===== config.mk =====
export PLATFORM = sky130hd
export DESIGN_NAME = spi_word_loader
export DESIGN_NICKNAME = d
export VERILOG_FILES = /design/src/rtl/spi_loader_pkg.sv /design/src/rtl/spi_loader_fifo.sv /design/src/rtl/spi_word_loader.sv
export SDC_FILE = /design/constraint.sdc
export NUM_CORES = 1
export LEC_CHECK = 0
export ABC_AREA = 0
export CAP_MARGIN = 20
export CORE_MARGIN = 1
export CORE_UTILIZATION = 57
export DETAILED_ROUTE_END_ITERATION = 16
export GPL_TIMING_DRIVEN = 0
export PLACE_DENSITY_LB_ADDON = 0.05
export SYNTH_ARGS = -nofsm -noshare
export SYNTH_HDL_FRONTEND = slang
export SYNTH_SLANG_ARGS = --single-unit
export TNS_END_PERCENT = 20

===== constraint.sdc =====
create_clock -name clk_i -period 5.6 [get_ports clk_i]
set_input_delay 1.12 -clock clk_i [delete_from_list [all_inputs] [get_ports clk_i]]
set_output_delay 1.12 -clock clk_i [all_outputs]
set_load 0.005 [all_outputs]

===== src/rtl/spi_loader_pkg.sv =====
// ---------------------------------------------------------------------------
// spi_loader_pkg
// Shared types and elaboration-time helpers for the SPI word loader.
//   state_t      : receiver state (IDLE between frames, SHIFT inside a frame)
//   beats()      : number of serial beats that make up one word
//   *_legal()    : parameter legality predicates used by the top level
// ---------------------------------------------------------------------------
package spi_loader_pkg;

  typedef enum logic {
    IDLE  = 1'b0,
    SHIFT = 1'b1
  } state_t;

  // Beats per word: each beat moves one bit on every lane.
  function automatic int beats(input int data_width, input int lanes);
    return data_width / lanes;
  endfunction

  function automatic bit lanes_legal(input int lanes);
    return (lanes == 1) || (lanes == 2) || (lanes == 4);
  endfunction

  // Word must be whole bytes (byte addressing) and a whole number of beats.
  function automatic bit width_legal(input int data_width, input int lanes);
    return (data_width > 0) && (data_width % 8 == 0) && (data_width % lanes == 0);
  endfunction

  function automatic bit depth_legal(input int depth);
    return (depth >= 2) && ((depth & (depth - 1)) == 0);
  endfunction

endpackage


===== src/rtl/spi_loader_fifo.sv =====
// ---------------------------------------------------------------------------
// spi_loader_fifo
// Show-ahead synchronous FIFO holding {addr, data} entries for the loader.
//   clk        : clock
//   rst_n      : synchronous reset, active low
//   clear      : synchronous flush (same effect as reset)
//   push       : write push_data this cycle (caller guarantees room, which
//                includes the full-with-simultaneous-pop case)
//   push_data  : entry to write
//   pop        : consumer ready; an entry leaves only when not empty
//   pop_data   : head entry, forced to zero while empty
//   full/empty : occupancy flags
// ---------------------------------------------------------------------------
module spi_loader_fifo #(
  parameter int WIDTH = 48,
  parameter int DEPTH = 4
) (
  input  logic             clk,
  input  logic             rst_n,
  input  logic             clear,
  input  logic             push,
  input  logic [WIDTH-1:0] push_data,
  input  logic             pop,
  output logic [WIDTH-1:0] pop_data,
  output logic             full,
  output logic             empty
);

  localparam int AW = $clog2(DEPTH);

  // Tiny buffer read combinationally so the head is visible the cycle after
  // the write; a registered-read RAM would add a cycle of latency.
  logic [WIDTH-1:0] mem [DEPTH];

  // Pointers carry one extra wrap bit to tell full from empty.
  logic [AW:0] wr_ptr_reg;
  logic [AW:0] rd_ptr_reg;
  logic        do_pop;

  assign empty  = (wr_ptr_reg == rd_ptr_reg);
  assign full   = (wr_ptr_reg[AW] != rd_ptr_reg[AW]) &&
                  (wr_ptr_reg[AW-1:0] == rd_ptr_reg[AW-1:0]);
  assign do_pop = pop && !empty;

  always_ff @(posedge clk) begin
    if (!rst_n || clear) begin
      wr_ptr_reg <= '0;
      rd_ptr_reg <= '0;
    end else begin
      if (push) begin
        wr_ptr_reg <= wr_ptr_reg + (AW+1)'(1);
      end
      if (do_pop) begin
        rd_ptr_reg <= rd_ptr_reg + (AW+1)'(1);
      end
    end
  end

  // Storage is not reset; the empty gate below hides stale contents.
  always_ff @(posedge clk) begin
    if (push) begin
      mem[wr_ptr_reg[AW-1:0]] <= push_data;
    end
  end

  assign pop_data = empty ? '0 : mem[rd_ptr_reg[AW-1:0]];

endmodule


===== src/rtl/spi_word_loader.sv =====
// ---------------------------------------------------------------------------
// spi_word_loader
// Serial word receiver for the boot/instruction loader. Deserialises
// DATA_WIDTH-bit words, MSB first, over LANES data lines while spi_ss_i is
// low, tags each word with an incrementing byte address and offers it on a
// valid/ready port through a small show-ahead FIFO.
//   clk_i        : system clock (serial inputs are synchronous to it)
//   rst_ni       : synchronous reset, active low (priority over clear_i)
//   clear_i      : synchronous clear, same effect as reset
//   spi_ss_i     : frame select, active low
//   spi_d_i      : serial data, lane LANES-1 is the MSB of each beat
//   word_valid_o : head word valid
//   word_ready_i : consumer accepts the head word
//   word_data_o  : head word
//   word_addr_o  : byte address of the head word
//   word_count_o : words accepted into the FIFO
//   busy_o       : frame in progress
//   overflow_o   : sticky, a word was dropped on a full FIFO
//   frag_o       : sticky, frame ended with a partial word
// ---------------------------------------------------------------------------
module spi_word_loader
  import spi_loader_pkg::*;
#(
  parameter int                    DATA_WIDTH = 32,
  parameter int                    LANES      = 1,
  parameter int                    FIFO_DEPTH = 4,
  parameter int                    ADDR_WIDTH = 16,
  parameter logic [ADDR_WIDTH-1:0] BASE_ADDR  = '0
) (
  input  logic                  clk_i,
  input  logic                  rst_ni,
  input  logic                  clear_i,
  input  logic                  spi_ss_i,
  input  logic [LANES-1:0]      spi_d_i,
  output logic                  word_valid_o,
  input  logic                  word_ready_i,
  output logic [DATA_WIDTH-1:0] word_data_o,
  output logic [ADDR_WIDTH-1:0] word_addr_o,
  output logic [ADDR_WIDTH-1:0] word_count_o,
  output logic                  busy_o,
  output logic                  overflow_o,
  output logic                  frag_o
);

  localparam int BEATS = beats(DATA_WIDTH, LANES);
  localparam int BCW   = (BEATS > 1) ? $clog2(BEATS) : 1;
  localparam int BYTES = DATA_WIDTH / 8;
  localparam int EW    = ADDR_WIDTH + DATA_WIDTH;

  generate
    if (!lanes_legal(LANES) || !width_legal(DATA_WIDTH, LANES) ||
        !depth_legal(FIFO_DEPTH)) begin : g_param_error
      $error("spi_word_loader: illegal LANES/DATA_WIDTH/FIFO_DEPTH");
    end
  endgenerate

  state_t                  state_reg;
  logic [DATA_WIDTH-1:0]   shift_reg;
  logic [DATA_WIDTH-1:0]   shift_next;
  logic [BCW-1:0]          beat_cnt_reg;
  logic [ADDR_WIDTH-1:0]   next_addr_reg;
  logic [ADDR_WIDTH-1:0]   word_count_reg;
  logic                    overflow_reg;
  logic                    frag_reg;

  logic                    sample_beat;
  logic                    last_beat;
  logic                    push_req;
  logic                    push_ok;
  logic                    push_drop;
  logic                    fifo_full;
  logic                    fifo_empty;
  logic [EW-1:0]           fifo_head;

  // A beat is taken on every edge with select low, whether the frame is just
  // starting (IDLE) or already running (SHIFT). beat_cnt_reg is always zero
  // in IDLE, so the starting edge naturally becomes beat 0.
  assign sample_beat = !spi_ss_i;
  assign shift_next  = {shift_reg[DATA_WIDTH-LANES-1:0], spi_d_i};
  assign last_beat   = (beat_cnt_reg == BCW'(BEATS - 1));
  assign push_req    = sample_beat && last_beat;

  // A full FIFO still takes the word when the head leaves in the same cycle
  // (full implies valid, so ready alone means a pop happens).
  assign push_ok     = push_req && (!fifo_full || word_ready_i);
  assign push_drop   = push_req && fifo_full && !word_ready_i;

  always_ff @(posedge clk_i) begin
    if (!rst_ni || clear_i) begin
      state_reg      <= IDLE;
      shift_reg      <= '0;
      beat_cnt_reg   <= '0;
      next_addr_reg  <= BASE_ADDR;
      word_count_reg <= '0;
      overflow_reg   <= 1'b0;
      frag_reg       <= 1'b0;
    end else begin
      case (state_reg)
        IDLE: begin
          if (!spi_ss_i) begin
            state_reg <= SHIFT;
          end
        end
        SHIFT: begin
          if (spi_ss_i) begin
            state_reg <= IDLE;
            // Frame ended between word boundaries: partial word is lost.
            if (beat_cnt_reg != '0) begin
              frag_reg <= 1'b1;
            end
          end
        end
      endcase

      if (sample_beat) begin
        shift_reg    <= shift_next;
        beat_cnt_reg <= last_beat ? '0 : beat_cnt_reg + BCW'(1);
      end else begin
        beat_cnt_reg <= '0;
      end

      // Address and count only advance for words that actually entered.
      if (push_ok) begin
        next_addr_reg  <= next_addr_reg + ADDR_WIDTH'(BYTES);
        word_count_reg <= word_count_reg + ADDR_WIDTH'(1);
      end

      if (push_drop) begin
        overflow_reg <= 1'b1;
      end
    end
  end

  spi_loader_fifo #(
    .WIDTH (EW),
    .DEPTH (FIFO_DEPTH)
  ) u_fifo (
    .clk       (clk_i),
    .rst_n     (rst_ni),
    .clear     (clear_i),
    .push      (push_ok),
    .push_data ({next_addr_reg, shift_next}),
    .pop       (word_ready_i),
    .pop_data  (fifo_head),
    .full      (fifo_full),
    .empty     (fifo_empty)
  );

  assign word_valid_o = !fifo_empty;
  assign word_data_o  = fifo_head[DATA_WIDTH-1:0];
  assign word_addr_o  = fifo_head[EW-1:DATA_WIDTH];
  assign word_count_o = word_count_reg;
  assign busy_o       = (state_reg == SHIFT);
  assign overflow_o   = overflow_reg;
  assign frag_o       = frag_reg;

endmodule


==> impl_metrics.tcl <==
set metrics [dict create \
    outcome "finished clean" \
    setup_viol 0 \
    die_h_um 136 \
    port_buffers 70 \
    layout-drive-gt1-share_pct 13.7 \
    vdd_drop_max_mv 0.212 \
    synth.most_common_cell "edfxtp_1" \
    vias 5642 \
    worstSetupPathType "reg2out" \
    holdCritPathClass "reg2reg" \
    gp_routability_congestion 0.812 \
    dr.pass1.iters 5 \
    yosys_warnings 0 \
    fp.dieW_um 136 \
    overflow 0 \
    postCtsSetupRepairBufs 0 \
    ys_types 44 \
    path_buf_inv 3 \
    synthCells 640 \
    drv_slew 0 \
    synth_common_cells "edfxtp_1, dfxtp_1, nor2_1" \
    drtAntennaViolNets 0 \
    ys.flop_type "edfxtp_1" \
    hold_ws_ps 468 \
    fin_crit_sh_pct 74.8 \
    cts_inserted_buffers 25 \
    powerDensity_nw_per_um2 303 \
    fmax_mhz 239 \
    max_stage_delay_ps 490 \
    clkPwrFrac_pct 42.9 \
    synth-seq-area-share_pct 69.4 \
    largest_register_ff_count 184 \
    finalHoldViolations 0 \
    async_reset_ff_share_pct 0 \
    syn_area_per_cell_um2 15.9 \
    root_buffer "clkbuf_16" \
    reg2reg_slack_ps 2500 \
    crit_path_start_kind "register" \
    yosysTopAreaCellShare_pct 54.2 \
    worst_path_dominant_cell_family "buffers and inverters" \
    fin_skew_ps 6.22 \
    comb_power_share_pct 1.0 \
    drc 0 \
    cp.required_ps 4480 \
    coreArea_um2 17400 \
    critPathMostFrequentCell "clkbuf_1" \
    grt_pass1_wl_um 30100 \
    synth_top_area_cell "edfxtp_1" \
    rows 48 \
    ys_ff_latch 261 \
    power_mw 3.64 \
    via_per_inst 5.72 \
    syn_to_final_growth_pct 17.9 \
    cp_max_fo 10 \
    die_area_um2 18400 \
    wire_per_inst_um 19.2 \
    p_int_mw 2.94 \
    fin_tns_setup_ps 0 \
    ys_top_cells_by_area "edfxtp_1, dfxtp_1, mux4_2" \
    grt_setup_unrepaired "false" \
    dpl.hpwl_um 11800 \
    p_seq_share_pct 56.2 \
    cts_sinks 261 \
    n_antenna_cell 0 \
    drt_iter0_drc 397 \
    ff_latch_area_um2 7070 \
    worstSetupEndpointType "output port" \
    io_pins 74 \
    cts_tree "done" \
    grt_max_degree 33 \
    maxCapViolCount 0 \
    cts_hold_buf 0 \
    fin_util_pct 69.2 \
    power.switching_uw 694 \
    grt_usage_pct 21.7 \
    switching_share_pct 19.1 \
    cts_resized 0 \
    clock_latency_ps 520 \
    worst_slew_pin_slew_ps 879 \
    grt_pass1_vias 5737 \
    path_cells "xor2_2 > nor3_1 > clkbuf_1 > clkbuf_1 > nor2b_1 > clkdlybuf4s50_1" \
    antenna_found_initial 0 \
    synth_edf_count 184 \
    final.fill_count 1213 \
    nNetsFinal 758 \
    slew_headroom_pct 40.6 \
    cp.arrival_ps 3070 \
    floorplan.initialDensity_pct 58.7 \
    cts.path.max_buffers 3 \
    syn_area_um2 10200 \
    fin_crit_ps 4190 \
    p_leak_nw 4.06 \
    cpMaxStageDelayCell "dfxtp_1" \
    multi_input_area_um2 2960 \
    wl_um 18900 \
    htreeDepth 1 \
    clk_pin_slew_ps 60 \
]
## power groups by stage
stage / Combinational (mW) / Clock [mW] / Sequential [mW]
final: 0.0357 / 1.56 / 2.04
after floorplan: 0.0222 / 0 / 2.08
after global placement: 0.0350 / 0 / 2.08
after global routing: 0.0383 / 1.66 / 2.04
after CTS: 0.0359 / 1.58 / 2.04
after detailed placement: 0.0357 / 0 / 2.08
## cell type report
cell class | count | area share (%)
buffer | 34 | 1.20
multi-input combinational | 339 | 24.6
clock buffer | 37 | 5.67
timing repair buffer | 74 | 6.50
sequential | 261 | 58.8
clock inverter | 9 | 0.604
tap | 225 | 2.34
inverter | 7 | 0.219
## placed cells by master (no fill, tap or decap), types with 3 or more instances in the layout
cell             Yosys  layout
clkbuf_16            0      25
or4_1                8       8
dfxtp_1             77      77
o21ai_0             12      12
o31ai_1              8       8
mux4_2              46      46
and2_2               0       4
clkbuf_1            19      30
buf_2                7       7
buf_12               0       4
nand3_1             10      10
nor2_1              50      50
and4_1               3       3
nor2b_1             48      48
mux2i_1             32      32
clkinv_2             0       6
nor3_1               3       3
or3_1               12      12
a21oi_1             24      24
nand2_1             19      19
xnor2_1              6       6
buf_1                6       6
inv_1                7       7
edfxtp_1           184     184
clkdlybuf4s50_1      0      70
nand4_1              5       5
ha_1                10      10
xor2_1               5       5
o41ai_1              4       4
## layer usage
| metal | up-vias | wire length (µm) | GRT usage, % |
|---|---|---|---|
| met1 | 2820 | 8560 | 30.6 |
| met3 | 32 | 856 | 3.18 |
| met4 | 0 | 374 | 6.62 |
| li1 | 2648 | - | - |
| met2 | 142 | 9140 | 35.1 |
| met5 | - | 0 | 0 |
## worst paths after layout
check,endpoint,from,cells after the start
setup / recovery,word_data_o[6],u_fifo.wr_ptr_reg[0]$_SDFFE_PP0P_,6
hold / removal,beat_cnt_reg[0]$_SDFF_PP0_,beat_cnt_reg[0]$_SDFF_PP0_,1
setup reg to reg,u_fifo.mem[2][13]$_DFFE_PP_,beat_cnt_reg[0]$_SDFF_PP0_,8
hold reg to reg,beat_cnt_reg[0]$_SDFF_PP0_,beat_cnt_reg[0]$_SDFF_PP0_,1
## through the flow
stage	std cells	setup slack, ps	area (µm²)
floorplan	641	2030	10200
global placement	936	310	11200
detailed placement	940	1480	11300
CTS	986	1340	12000
global route	986	1190	12000
finish	986	1410	12000
## kinds of logic (layout without fill, tap and decap cells)
logic type	Yosys count	count (layout)	share of synthesized area (%)
DFF	261	261	69.4
and+or+nand+nor	176	176	9.29
muxes	78	78	13.3
AOI/OAI and AO/OA	60	60	3.83
buffers and inverters	41	161	1.67
xor gates and xnor gates	13	13	1.27
adders and majority gates	10	10	1.23
other	1	2	0.0368
Note: power is estimated with default switching activity, not from simulation.
==> RTL change 1 (config.mk and constraints unchanged) <==
Change the parameter `ADDR_WIDTH` from 16 to 18.
--- a/src/rtl/spi_word_loader.sv
+++ b/src/rtl/spi_word_loader.sv
@@ -24,7 +24,7 @@
   parameter int                    DATA_WIDTH = 32,
   parameter int                    LANES      = 1,
   parameter int                    FIFO_DEPTH = 4,
-  parameter int                    ADDR_WIDTH = 16,
+  parameter int                    ADDR_WIDTH = 18,
   parameter logic [ADDR_WIDTH-1:0] BASE_ADDR  = '0
 ) (
   input  logic                  clk_i,
Ports: changed (resized word_addr_o and word_count_o); port bits go from 74 to 78. The function was not compared with the original's and may differ.
==> RTL change 1 against the original RTL <==
The run now ends with design-rule violations left; non-clock buffer count rose by 10; sequential power rose by 5%; design area rose by 6.5%; sequential cell count rose by 12; clock power rose by 17%; global-route usage rose by 0.17 points; wire length rose by 8.3%; register-to-register slack got worse by 70 ps; power rose by 9.8%; area after synthesis rose by 5.3%; worst setup slack improved by 46 ps; critical path type unchanged; largest power group unchanged; highest routed layer unchanged.
==> RTL change 1: results (changes against the original RTL) <==
- The run finished, with violations left.
- The checks that failed: design-rule violations.
- The worst slew margin relative to its limit came to 0.4398 (+0.03338).
- The first-pass GRT wire length is 32750 um (+8.7%).
- The total internal power is 3.269 mW (+11%).
- The relative contribution of the clock network to total power came to 0.456 (+0.027).
- The placement-stage cell area is 11890 sq um (+5.6%).
- The multiplexer area fraction after synthesis is 0.1334 (+0.0003054).
- The capturing point of the worst reg2reg path is u_fifo.mem[3][3].
- The final instance area is 12790 sq um (+6.5%).
- The worst hold path cell count was 2 (+1).
- The complex-gate fraction of the synthesized area is 0.03686 (-0.001460).
- The worst-case hold slack was 473.6 ps (+5.505 ps).
- The wire length the detailed router placed on met1 came to 9268 um (+8.3%).
- The post-route clock skew is 10.30 ps (+4.083 ps).
- The xor/xnor cell area share of the yosys netlist is 0.01038 (-0.002269).
- The total wire length was 20510 um (+8.3%).
- The setup slack of the most critical reg-to-reg path is 2430 ps (-70 ps).
- The number of instances in the placed design was 988 (+5.1%).
- The data arrival time of the worst path is 3020 ps (-50 ps).
- The remaining routing DRC violations was 3 (+3).
- The met2 wire length was 10040 um (+9.8%).
- The routability congestion estimate was 0.8196 (+0.97%).
- The unique cell type count in the Yosys netlist is 43 (-2.3%).
- The area share of fa/ha/maj cells after synthesis is 0.01166 (-0.0006175).
- The highest-delay cell along the critical path is sky130_fd_sc_hd__clkbuf_1.
- The mean post-synth cell area is 15.82 sq um (-0.61%).
- The part of the cycle the worst path needs came to 0.7395 (-0.008270).
- The sequential area share after synthesis is 0.6887 (-0.005013).
- The number of buffers created by CTS is 26 (+4.0%).
- The number of input and output port buffers inserted was 75 (+7.1%).
- The startpoint identified for the worst hold timing path is overflow_o.
- The number of enable-type register cells in the synthesized netlist is 192 (+4.3%).
- The worst ir drop on vdd is 0.2457 mV (+16%).
- The post-place setup slack is 1444 ps (-40.64 ps).
- The fraction of final layout cells sized beyond drive strength 1 is 0.1425 (+0.005841).
- The pin count of the biggest net entering global routing is 34 (+3.0%).
- The leakage power figure is 4.352 nW (+7.3%).
- By area the synthesized netlist is led by sky130_fd_sc_hd__edfxtp_1 (54%), sky130_fd_sc_hd__dfxtp_1 (15%), sky130_fd_sc_hd__mux4_2 (10%).
## RTL change 1: layout make-up
| type | instances | area, sq um | area share |
|---|---|---|---|
| inverter | 9 | 33.78 | 0.002642 |
| clock inverter | 7 | 133.9 | 0.01047 |
| clock buffer | 41 | 768.2 | 0.06007 |
| multi-input combinational | 359 | 3136 | 0.2452 |
| buffer | 38 | 185.2 | 0.01448 |
| timing repair buffer | 80 | 858.3 | 0.06712 |
| sequential | 273 | 7387 | 0.5776 |
| tap | 229 | 286.5 | 0.02240 |
## RTL change 1: worst max-delay path: cells and delay by family, from the launching register on
family	cells	cell delay (ps)
buffers and inverters	3	1570
flip-flops	1	360
multiplexers	1	400
AND/OR/NAND/NOR	1	180
## RTL change 1: logic make-up (layout without fill, tap and decap cells)
kind of cell / count (synthesis) / count (layout)
flops: 273 / 273
other cells: 1 / 2
compound gates: 66 / 66
simple gates: 187 / 187
xor+xnor: 11 / 11
mux: 83 / 83
fa+ha+maj: 10 / 10
buf+inv: 47 / 175
==> RTL change 2 (same flow settings) <==
Made on the original files. Register the output `word_count_o` once more, without a reset; this adds one clock of latency there. The other outputs are not delayed to match.
--- a/src/rtl/spi_word_loader.sv
+++ b/src/rtl/spi_word_loader.sv
@@ -149,7 +149,9 @@
   assign word_valid_o = !fifo_empty;
   assign word_data_o  = fifo_head[DATA_WIDTH-1:0];
   assign word_addr_o  = fifo_head[EW-1:DATA_WIDTH];
-  assign word_count_o = word_count_reg;
+  always_ff @(posedge clk_i) begin
+    word_count_o <= word_count_reg;
+  end
   assign busy_o       = (state_reg == SHIFT);
   assign overflow_o   = overflow_reg;
   assign frag_o       = frag_reg;
Check against the original RTL: same outputs for any inputs over 10 cycles, from zero or initial values; that may be too few to reach the edited logic, so the function may still have changed.
==> RTL change 2 against the original RTL <==
Via count up 3.3%; worst setup slack worse by 140 ps; power up 11%; area after synthesis up 3.2%; wire length up 6.2%; critical path depth unchanged; sequential cell count up 16; design area up 4.0%; highest routed layer unchanged; count of clock-buffer cells in the layout up 1.
==> RTL change 2: results (changes against the original RTL) <==
- The placement-stage cell area was 11590 sq um (+3.0%).
- The worst ir drop on vdd was 0.2347 mV (+11%).
- The worst hold path cell count is 0 (-1).
- The sequential area share after synthesis is 0.7024 (+0.008752).
- The setup slack of the most critical reg-to-reg path is 2700 ps (+200 ps).
- The area share of fa/ha/maj cells after synthesis is 0.01190 (-0.0003843).
- The post-place setup slack is 1758 ps (+273.9 ps).
- The complex-gate fraction of the synthesized area is 0.03557 (-0.002746).
- The filler cell count in the final layout is 1248 (+2.9%).
- The met2 layer usage reported by global route came to 0.3875 (+0.03630).
- The final net count is 775 (+2.2%).
- The data arrival time of the worst path is 3210 ps (+140 ps).
- The pin count of the biggest net entering global routing is 29 (-12%).
- The met1 track demand over resource is 0.2932 (-0.01234).
- The flow ran to the end, and the final reports show no timing, DRC or antenna violations.
- The number of iterations in the first detailed-routing pass was 4 (-1).
- The worst-case hold slack is 379.3 ps (-88.85 ps).
- The unique cell type count in the Yosys netlist is 37 (-16%).
- The leakage power figure is 4.248 nW (+4.7%).
- Sorting the synthesized cells by area gives the leading types as sky130_fd_sc_hd__edfxtp_1 (53%), sky130_fd_sc_hd__dfxtp_1 (18%), sky130_fd_sc_hd__mux4_2 (9.9%).
- The met3 track demand over resource in global routing came to 0.03606 (+0.004256).
- The fraction of final layout cells sized beyond drive strength 1 is 0.1412 (+0.004544).
- The worst slew margin relative to its limit is 0.4051 (-0.001294).
- The total wire length is 20110 um (+6.2%).
- The wire length the detailed router placed on met1 is 8598 um (+0.43%).
- The number of global-route vias before repair is 5984 (+4.3%).
- The met2 wire length is 10280 um (+13%).
RTL change 2: worst max path at each step:
stage / start / slack (ps) / to / depth (start not counted)
floorplan: spi_ss_i / 2160 / u_fifo.mem[0][0] / 5
global placement: word_ready_i / 930 / u_fifo.mem[1][21] / 4
detailed placement: u_fifo.wr_ptr_reg[0] / 1760 / word_addr_o[2] / 6
CTS: u_fifo.wr_ptr_reg[0] / 1180 / word_addr_o[2] / 6
global route: u_fifo.wr_ptr_reg[0] / 1030 / word_addr_o[2] / 6
finish: u_fifo.wr_ptr_reg[0] / 1270 / word_addr_o[2] / 6
RTL change 2: layout make-up:
cell class	count	area [sq um]	area share
Multi-Input combinational cell	334	2934	0.2349
Buffer	36	170.2	0.01362
Tap cell	229	286.5	0.02294
Clock inverter	11	151.4	0.01212
Inverter	9	33.78	0.002705
Timing Repair Buffer	74	780.7	0.06251
Clock buffer	38	747.0	0.05980
Sequential cell	277	7387	0.5914
RTL change 2: cells by family after synthesis:
logic type      after synthesis
other cells                   1
mux                          79
simple gates                173
xor+xnor                     11
fa+ha+maj                    10
compound gates               59
flops                       277
buf+inv                      45
RTL change 2: report_power, final:
group          leakage [nW]  switching [mW]  internal (mW)  total (mW)
logic                  1.22          0.0217         0.0121      0.0338
registers              2.59        0.000919           2.15        2.16
clock network         0.441           0.723           1.11        1.83
RTL change 2: worst max-delay path: stages, from the launching register on:
cell	delay [ps]
sky130_fd_sc_hd__dfxtp_1	460
sky130_fd_sc_hd__xor2_2	320
sky130_fd_sc_hd__or3_1	270
sky130_fd_sc_hd__clkbuf_1	460
sky130_fd_sc_hd__clkbuf_1	420
sky130_fd_sc_hd__and2_1	240
sky130_fd_sc_hd__clkdlybuf4s50_1	510
